## src/rtl/demux_1_to_16_reg.sv

```systemverilog
// demux_1_to_16_reg: registered 1-to-16 demultiplexer with per-channel
// valid/ack handshake.
//
// Each of the 16 output channels holds one word. A channel is filled by an
// accepted transfer and drained by its ack. An ack and a transfer may hit the
// same channel in the same cycle.
//
// Optional build macro: DEMUX_AUTO_SEL_EN
//   defined   -> the destination comes from an internal 4-bit counter that
//                advances on every accepted transfer; the sel port is ignored
//   undefined -> the destination is the sel port
//
// Ports:
//   clk      in   clock, rising-edge active
//   rst      in   asynchronous active-high reset
//   a        in   W-bit data word to distribute
//   a_valid  in   a holds a word to transfer
//   a_ready  out  combinational: the word can be accepted this cycle
//   sel      in   4-bit destination channel (unused in auto mode)
//   z        out  16*W bits, registered; channel k is z[k*W +: W]
//   z_valid  out  16 bits, registered; bit k = channel k holds an unconsumed word
//   z_ack    in   16 bits; bit k consumes channel k
//   sel_cur  out  combinational: effective destination this cycle
module demux_1_to_16_reg #(
    parameter int INPUT_BIT_LENGTH = 1,
    localparam int unsigned W = (INPUT_BIT_LENGTH < 1) ? 1 : INPUT_BIT_LENGTH
) (
    input  logic            clk,
    input  logic            rst,
    input  logic [W-1:0]    a,
    input  logic            a_valid,
    output logic            a_ready,
    input  logic [3:0]      sel,
    output logic [16*W-1:0] z,
    output logic [15:0]     z_valid,
    input  logic [15:0]     z_ack,
    output logic [3:0]      sel_cur
);

    logic [3:0] s;
    logic       xfer;

`ifdef DEMUX_AUTO_SEL_EN
    // Destination counter; advances only on an accepted transfer.
    logic [3:0] cnt;
    logic       unused_sel;

    assign unused_sel = ^sel;
    assign s          = cnt;

    always_ff @(posedge clk or posedge rst) begin
        if (rst) begin
            cnt <= 4'd0;
        end else if (xfer) begin
            cnt <= cnt + 4'd1;
        end
    end
`else
    assign s = sel;
`endif

    assign sel_cur = s;
    // A full channel can still accept when it is being acked in this cycle.
    assign a_ready = ~z_valid[s] | z_ack[s];
    assign xfer    = a_valid & a_ready;

    // Channel storage and valid flags. Acks on empty channels are harmless
    // because clearing an already-clear bit changes nothing; a same-cycle
    // transfer overrides the ack on its channel.
    always_ff @(posedge clk or posedge rst) begin
        if (rst) begin
            z       <= '0;
            z_valid <= '0;
        end else begin
            z_valid <= z_valid & ~z_ack;
            if (xfer) begin
                z_valid[s] <= 1'b1;
            end
            for (int k = 0; k < 16; k++) begin
                if (xfer && (s == 4'(k))) begin
                    z[k*W +: W] <= a;
                end
            end
        end
    end

endmodule

```

## config.mk

```make
export PLATFORM = sky130hd
export DESIGN_NAME = demux_1_to_16_reg
export DESIGN_NICKNAME = d
export VERILOG_FILES = /design/src/rtl/demux_1_to_16_reg.sv
export SDC_FILE = /design/constraint.sdc
export NUM_CORES = 1
export LEC_CHECK = 0
export CAP_MARGIN = 25
export CORE_MARGIN = 4
export CORE_UTILIZATION = 48
export DETAILED_ROUTE_END_ITERATION = 6
export GPL_TIMING_DRIVEN = 0
export PLACE_DENSITY = 0.95
export REMOVE_ABC_BUFFERS = 1
export SETUP_SLACK_MARGIN = 0.5
export SYNTH_ARGS = -nofsm -noshare
export SYNTH_HDL_FRONTEND = slang
export SYNTH_SLANG_ARGS = --single-unit
```

## constraint.sdc

```tcl
create_clock -name clk -period 5.8 [get_ports clk]
set_input_delay 1.16 -clock clk [delete_from_list [all_inputs] [get_ports clk]]
set_output_delay 1.16 -clock clk [all_outputs]
set_load 0.1 [all_outputs]
```

==> summary.md, run 1 <==
| Metric | Value |
|---|---|
| Flop2flop setup slack | `around 3.6 ns` |
| Post-layout minimum cycle time | `5.16 ns` |
| Power after layout | `about 0.91 mW` |
| Total gr overflow | `0` |
| Number of flops mapped to enable cells by yosys | `0` |
| Global placer's final weighted congestion | `0.816` |
| Hold-fix buffers at CTS | `0` |
| Clk root buf | `sky130_fd_sc_hd__clkbuf_8` |
| Synth-to-layout area growth | `33.2%` |
| Core area | `around 3700 sq um` |
| Post-detailed-route DRC marker count | `0` |
| Floorplan die width | `71.0 um` |
| Vias in the first global route | `~1500` |
| Element type at the critical path end | `output port` |
| Async set-reset flop share out of synthesis | `100%` |
| Number of antenna-violating nets in the routed design | `0` |
| Endpoint of the lowest-slack register-to-register path | `z[12]` |
| CP arrival | `around 4.0 ns` |
| CTS buffer count | `5` |
| Seq/Total Area, Yosys | `between 40% and 50%` |
| Maximum buffer depth of the clock tree | `2` |
| Placed cells | `between 200 and 250` |
| First-pass GRT wire length | `7.40 mm` |
| Site Rows | `22` |
| Clock insertion delay at the later pin of the skew report | `between 0.2 and 0.3 ns` |
| Slew headroom | `between 30% and 40%` |
| Average via count per standard cell | `between 5 and 6` |
| Avg Cell Area, Syn | `12.2 sq um` |
| Final critical-path setup slack | `~0.64 ns` |
| Vias | `1440` |
| Outcome | `finished, final reports clean` |
| Final period util | `89.0%` |
| #FFs+latches synth | `32` |
| # resized after CTS | `5` |
| Type of origin of the critical path | `primary input` |
| Most numerous cell in the Yosys netlist | `sky130_fd_sc_hd__dfrtp_1` |
| Total count of hold-check failures in the final report | `0` |
| Unrepaired setup endpoints after global routing | `no` |
| Worst Reg2Reg Path Length in Cells | `5` |
| Number of antenna violations at the first check in global routing | `0` |
| Wire per inst | `around 17 um` |
| Launch instance of the worst min-delay path | `z[5]` |
| Layout Skew | `roughly 0.0096 ns` |
| Reg-to-Reg Start | `z_valid[3]` |
| Number of distinct library cells after synthesis | `34` |
| Synth area leaders | `sky130_fd_sc_hd__dfrtp_1 (42%), sky130_fd_sc_hd__mux4_1 (6.9%), sky130_fd_sc_hd__mux2_4 (6.3%), sky130_fd_sc_hd__a21oi_2 (4.6%), sky130_fd_sc_hd__o22ai_1 (3.9%)` |
| Final setup viols | `0` |
| Setup slack after placement | `-0.455 ns` |
| Worst setup path category | `in2out` |
| Number of DRC markers after the initial detailed-route iteration | `between 80 and 90` |
| Overall Global Routing Usage | `about 19%` |
| Multiplexer share of the synthesized area | `21.5%` |
| Number of ports placed on the die boundary | `61` |
| Non-filler instance count after layout | `approximately 260` |
| Basic-gate share of the synthesized area counting and, or, nand and nor cells | `approximately 10%` |
| Pwr dens | `approximately 360 nW/um^2` |
| Maxcap violations | `0` |
| Die Footprint | `around 5000 sq um` |
| Final worst hold slack | `just under 0.5 ns` |
| Count of buffers from port buffering | `60` |
| Sinks on Clock Net | `32` |
| Post-layout net count | `roughly 230` |
| Commonest cells in the netlist | `sky130_fd_sc_hd__dfrtp_1 (32), sky130_fd_sc_hd__inv_1 (19), sky130_fd_sc_hd__o22ai_1 (12), sky130_fd_sc_hd__nand3_1 (11), sky130_fd_sc_hd__a21oi_2 (10)` |
| Detail Placement HPWL | `about 3.3 mm` |
| Vert. Die Dim | `a little over 70 um` |
| Post-synthesis instance area | `about 1900 sq um` |
| Largest net degree at the start of global routing | `19` |
| Slew at the pin closest to its max-slew limit | `approximately 1 ns` |
| Post-Synth XOR/XNOR Area | `0%` |
| Adder-cell share of the synthesized area | `0%` |
| H-Tree Level Count | `2` |
| Ratio of cells with drive above 1 in the final layout | `22.0%` |
| Critical path required time | `4.64 ns` |
| Largest voltage drop on the vdd net | `~0.22 mV` |
| Total routed wirelength | `4.40 mm` |
| Setup bufs post-CTS | `0` |
| Fraction of the core area covered by cells at the end of the flow | `about two thirds` |
| Yosys top cell area share | `a little over two fifths` |
| Hold Crit Class | `reg2reg` |
| Leakage | `approximately 1.1 nW` |
| Crit path max fanout | `17` |
| CTS tree | `yes` |
| Most area-hungry cell type in the Yosys netlist | `sky130_fd_sc_hd__dfrtp_1` |
| Number of cells produced by synthesis | `156` |
| Starting Density | `between 50 and 60%` |
| Max-slew violation count | `0` |
| Dominant combinational cell family by area after synthesis | `multiplexers` |
| Number of cells on the worst hold path | `1` |
| Count of antenna diodes in the layout | `0` |
| Detailed Routing Iterations Pass 1 | `4` |
| Share of the synthesized area in compound gates (AO/OA/AOI/OAI) | `14.3%` |
| Flip-flop cell with the highest count after synthesis | `sky130_fd_sc_hd__dfrtp_1` |
| Endpoint, Worst Hold | `z[5]` |
| Clock input transition at the sequential cells of the worst setup and hold paths | `0.06 ns` |
| Fmax achieved | `between 0.15 and 0.2 GHz` |
| Syn. warnings | `0` |
## cell type report
| type | count | area, sq um |
|---|---|---|
| sequential | 32 | 801 |
| timing repair buffer | 61 | 631 |
| clock inverter | 2 | 35.0 |
| inverter | 19 | 71.3 |
| fill | 297 | 1200 |
| clock buffer | 6 | 72.6 |
| multi-input combinational | 89 | 868 |
| tap | 48 | 60.1 |
## power by group
group | internal [mW] | switching [mW]
registers | 0.255 | 0.0178
logic | 0.112 | 0.315
clock network | 0.127 | 0.0799
total | 0.495 | 0.413
## per-layer routing
metal  global-route usage, %  part of all wire [%]  vias up
met3                    6.96                   9.1        9
met2                    29.7                    48       75
met1                    23.7                    41      688
met5                       0                     0        -
met4                    5.22                   1.8        0
li1                        -                     -      668
## sequential cells by signal, indices dropped and copies added, names as in the netlist
signal	cells
z	16
z_valid	16
## layout by cell type, fill, tap and decap left out, types with 6 or more instances in the layout
master / count
sky130_fd_sc_hd__a21oi_2: 10
sky130_fd_sc_hd__clkdlybuf4s50_1: 57
sky130_fd_sc_hd__dfrtp_1: 32
sky130_fd_sc_hd__inv_1: 19
sky130_fd_sc_hd__mux2_4: 8
sky130_fd_sc_hd__nand3_1: 11
sky130_fd_sc_hd__nand4_1: 6
sky130_fd_sc_hd__o22ai_1: 12
## cell families after synthesis
logic type / count (synthesis)
compound gates: 34
buf+inv: 35
flops: 32
simple gates: 31
mux: 24
## worst max-delay path by stage
| stage | from | endpoint | slack, ns | cells past startpoint |
|---|---|---|---|---|
| 5_1_grt | sel[0] | a_ready | 0.53 | 7 |
| 6_report | sel[0] | a_ready | 0.64 | 7 |
| 3_5_place_dp | sel[0] | a_ready | -0.45 | 7 |
| 3_3_place_gp | sel[0] | a_ready | -0.39 | 7 |
| 2_1_floorplan | sel[0] | a_ready | 1.48 | 5 |
| 4_1_cts | sel[1] | a_ready | 0.53 | 7 |
## through the flow
| stage | TNS (ns) | cell area (sq um) |
|---|---|---|
| after CTS | 0 | 2540 |
| after detailed placement | -0.455 | 2430 |
| after floorplan | 0 | 1740 |
| after global routing | 0 | 2540 |
| final | 0 | 2540 |
| after global placement | -0.394 | 2400 |
## worst max-delay path: stages
cell and delay (ns):
sky130_fd_sc_hd__dlygate4sd2_1 0.66, sky130_fd_sc_hd__mux4_1 0.66, sky130_fd_sc_hd__a22oi_1 0.14, sky130_fd_sc_hd__and3_2 0.52
sky130_fd_sc_hd__and2_4 0.33, sky130_fd_sc_hd__inv_1 0.06, sky130_fd_sc_hd__clkdlybuf4s15_2 0.46
No activity file was read; power rests on OpenSTA's default activity.
==> inputs of run 2 (changes only) <==
--- a/config.mk
+++ b/config.mk
@@ -6,6 +6,7 @@
 export NUM_CORES = 1
 export LEC_CHECK = 0
 export CAP_MARGIN = 25
+export CORE_ASPECT_RATIO = 1.5
 export CORE_MARGIN = 4
 export CORE_UTILIZATION = 48
 export DETAILED_ROUTE_END_ITERATION = 6
==> run 2 against run 1 <==
Register-to-register slack got worse by 0.02 ns. Largest cell class unchanged. Critical path type unchanged. Via count increased by 2.0%. Power decreased by 6.0%. Count of clock-buffer cells in the layout decreased by 1. Clock power decreased by 28%.
==> summary.md, run 2 (synthesis results as in run 1) <==
| Metric | Value |
|---|---|
| Number of antenna-violating nets in the routed design | `0` |
| Average via count per standard cell | `between 5 and 6` |
| Starting Density | `roughly 51%` |
| Detail Placement HPWL | `3.53 mm` |
| Layout fillers | `between 200 and 300` |
| Area taken by multi-input logic gates | `just under 900 sq um` |
| Wire per inst | `about 19 um` |
| Slew headroom | `33.9%` |
| Setup slack after placement | `-0.517 ns` |
| Crit path max fanout | `18` |
| Largest net degree at the start of global routing | `19` |
| Total gr overflow | `0` |
| Count of buffers from port buffering | `60` |
| Count of antenna diodes in the layout | `0` |
| Global placer's final weighted congestion | `between 0.8 and 0.9` |
| Largest voltage drop on the vdd net | `0.228 mV` |
| Final period util | `88.8%` |
| Vias in the first global route | `1544` |
| Core area | `3750 sq um` |
| CTS tree | `yes` |
| Final setup viols | `0` |
| Detailed Routing Iterations Pass 1 | `4` |
| Die Footprint | `5060 sq um` |
| Synth-to-layout area growth | `30.7%` |
| Footprint of the flip-flops and latches | `about 800 sq um` |
| First-pass GRT wire length | `approximately 7.7 mm` |
| Maximum buffer depth of the clock tree | `2` |
| Post-layout net count | `~230` |
| Number of DRC markers after the initial detailed-route iteration | `between 70 and 80` |
| Leakage | `1.06 nW` |
| Post-layout minimum cycle time | `5.15 ns` |
| Fraction of the core area covered by cells at the end of the flow | `~66%` |
| Setup bufs post-CTS | `0` |
| Type of origin of the critical path | `primary input` |
| Clock input transition at the sequential cells of the worst setup and hold paths | `about 0.060 ns` |
| Final critical-path setup slack | `between 0.6 and 0.7 ns` |
| Number of ports placed on the die boundary | `61` |
| Vias | `approximately 1500` |
| Worst setup path category | `in2out` |
| Flop2flop setup slack | `about 3.6 ns` |
| Post-detailed-route DRC marker count | `0` |
| Hold-fix buffers at CTS | `0` |
| Total count of hold-check failures in the final report | `0` |
| Most common library cell in the layout ignoring fill and taps | `sky130_fd_sc_hd__clkdlybuf4s50_1` |
| Crit-path slowest cell | `sky130_fd_sc_hd__dlygate4sd2_1` |
| Ratio of cells with drive above 1 in the final layout | `21.4%` |
| Floorplan die width | `~59 um` |
| Max-slew violation count | `0` |
| Fmax achieved | `slightly below 0.2 GHz` |
| Outcome | `finished, final reports clean` |
| Pwr dens | `around 340 nW/um^2` |
| Maxcap violations | `0` |
| Sinks on Clock Net | `32` |
| Slew at the pin closest to its max-slew limit | `0.989 ns` |
| Clock insertion delay at the later pin of the skew report | `between 0.2 and 0.3 ns` |
| Hold Crit Class | `reg2reg` |
| Clk root buf | `sky130_fd_sc_hd__clkbuf_8` |
| H-Tree Level Count | `2` |
| Site Rows | `27` |
| Vert. Die Dim | `~85 um` |
| Most used cells in the layout excluding fill and tap cells | `sky130_fd_sc_hd__clkdlybuf4s50_1 (57), sky130_fd_sc_hd__dfrtp_1 (32), sky130_fd_sc_hd__inv_1 (19), sky130_fd_sc_hd__o22ai_1 (12), sky130_fd_sc_hd__nand3_1 (11)` |
| CP arrival | `3.99 ns` |
| Overall Global Routing Usage | `a little over 20%` |
| Critical path required time | `between 4 and 5 ns` |
| Largest registers | `z (16), z_valid (16)` |
| CTS buffer count | `5` |
| Final worst hold slack | `0.483 ns` |
| CP cell instances | `clkdlybuf4s15_1, mux4_2, a22oi_2, nand3_4, and2_4, inv_1, dlygate4sd2_1` |
| Layout Skew | `around 0.0045 ns` |
| Element type at the critical path end | `output port` |
| Max incr delay on CP | `between 0.8 and 0.9 ns` |
| Number of antenna violations at the first check in global routing | `0` |
| Unrepaired setup endpoints after global routing | `no` |
| Total routed wirelength | `4.73 mm` |
run 2: worst paths after layout:
path	start	to	depth (start not counted)
worst min register to register	z[5]	z[5]	1
worst max register to register	z_valid[2]	z[9]	5
max in group asynchronous	rst	z[9]	3
worst max-delay path	sel[1]	a_ready	7
min in group asynchronous	rst	z_valid[7]	2
worst min-delay path	z[5]	z[5]	1
run 2: what timing repair did:
item	in CTS	in global routing
cloned	0	0
gates resized for setup	6	1
setup endpoints to repair	1	1
run 2: per-stage QoR:
step                setup TNS [ns]  total power, mW  cell area [sq um]  std cells
finish                           0            0.853               2490        249
global route                     0            0.883               2490        249
CTS                              0            0.859               2490        249
detailed placement          -0.517            0.708               2420        244
global placement            -0.440            0.700               2390        243
floorplan                        0            0.581               1740        140
run 2: per-layer routing:
layer | up-vias | wire [um] | global-route usage, % | share of wire, %
li1 | 661 | - | - | -
met1 | 736 | 1810 | 23.8 | 38
met2 | 63 | 2500 | 34.4 | 53
met3 | 9 | 297 | 4.41 | 6.3
met4 | 0 | 114 | 9.28 | 2.4
met5 | - | 0 | 0 | 0
run 2: report_power, final:
group | switching [mW] | total, mW | internal, mW
logic | 0.317 | 0.429 | 0.112
clock network | 0.0725 | 0.150 | 0.0771
registers | 0.0184 | 0.274 | 0.256
total | 0.408 | 0.853 | 0.445
run 2: worst max-delay path: cells and delay by family:
| kind | cells | cell delay [ns] |
|---|---|---|
| multiplexers | 1 | 0.43 |
| buffers and inverters | 3 | 1.58 |
| AND/OR/NAND/NOR | 2 | 0.60 |
| AO/OA/AOI/OAI | 1 | 0.22 |
run 2: final cells by class:
class                      count  area share [%]
multi-input combinational     89            34.9
sequential                    32            32.1
timing repair buffer          61            25.2
inverter                      19            2.86
clock buffer                   5            2.76
tap                           43            2.16
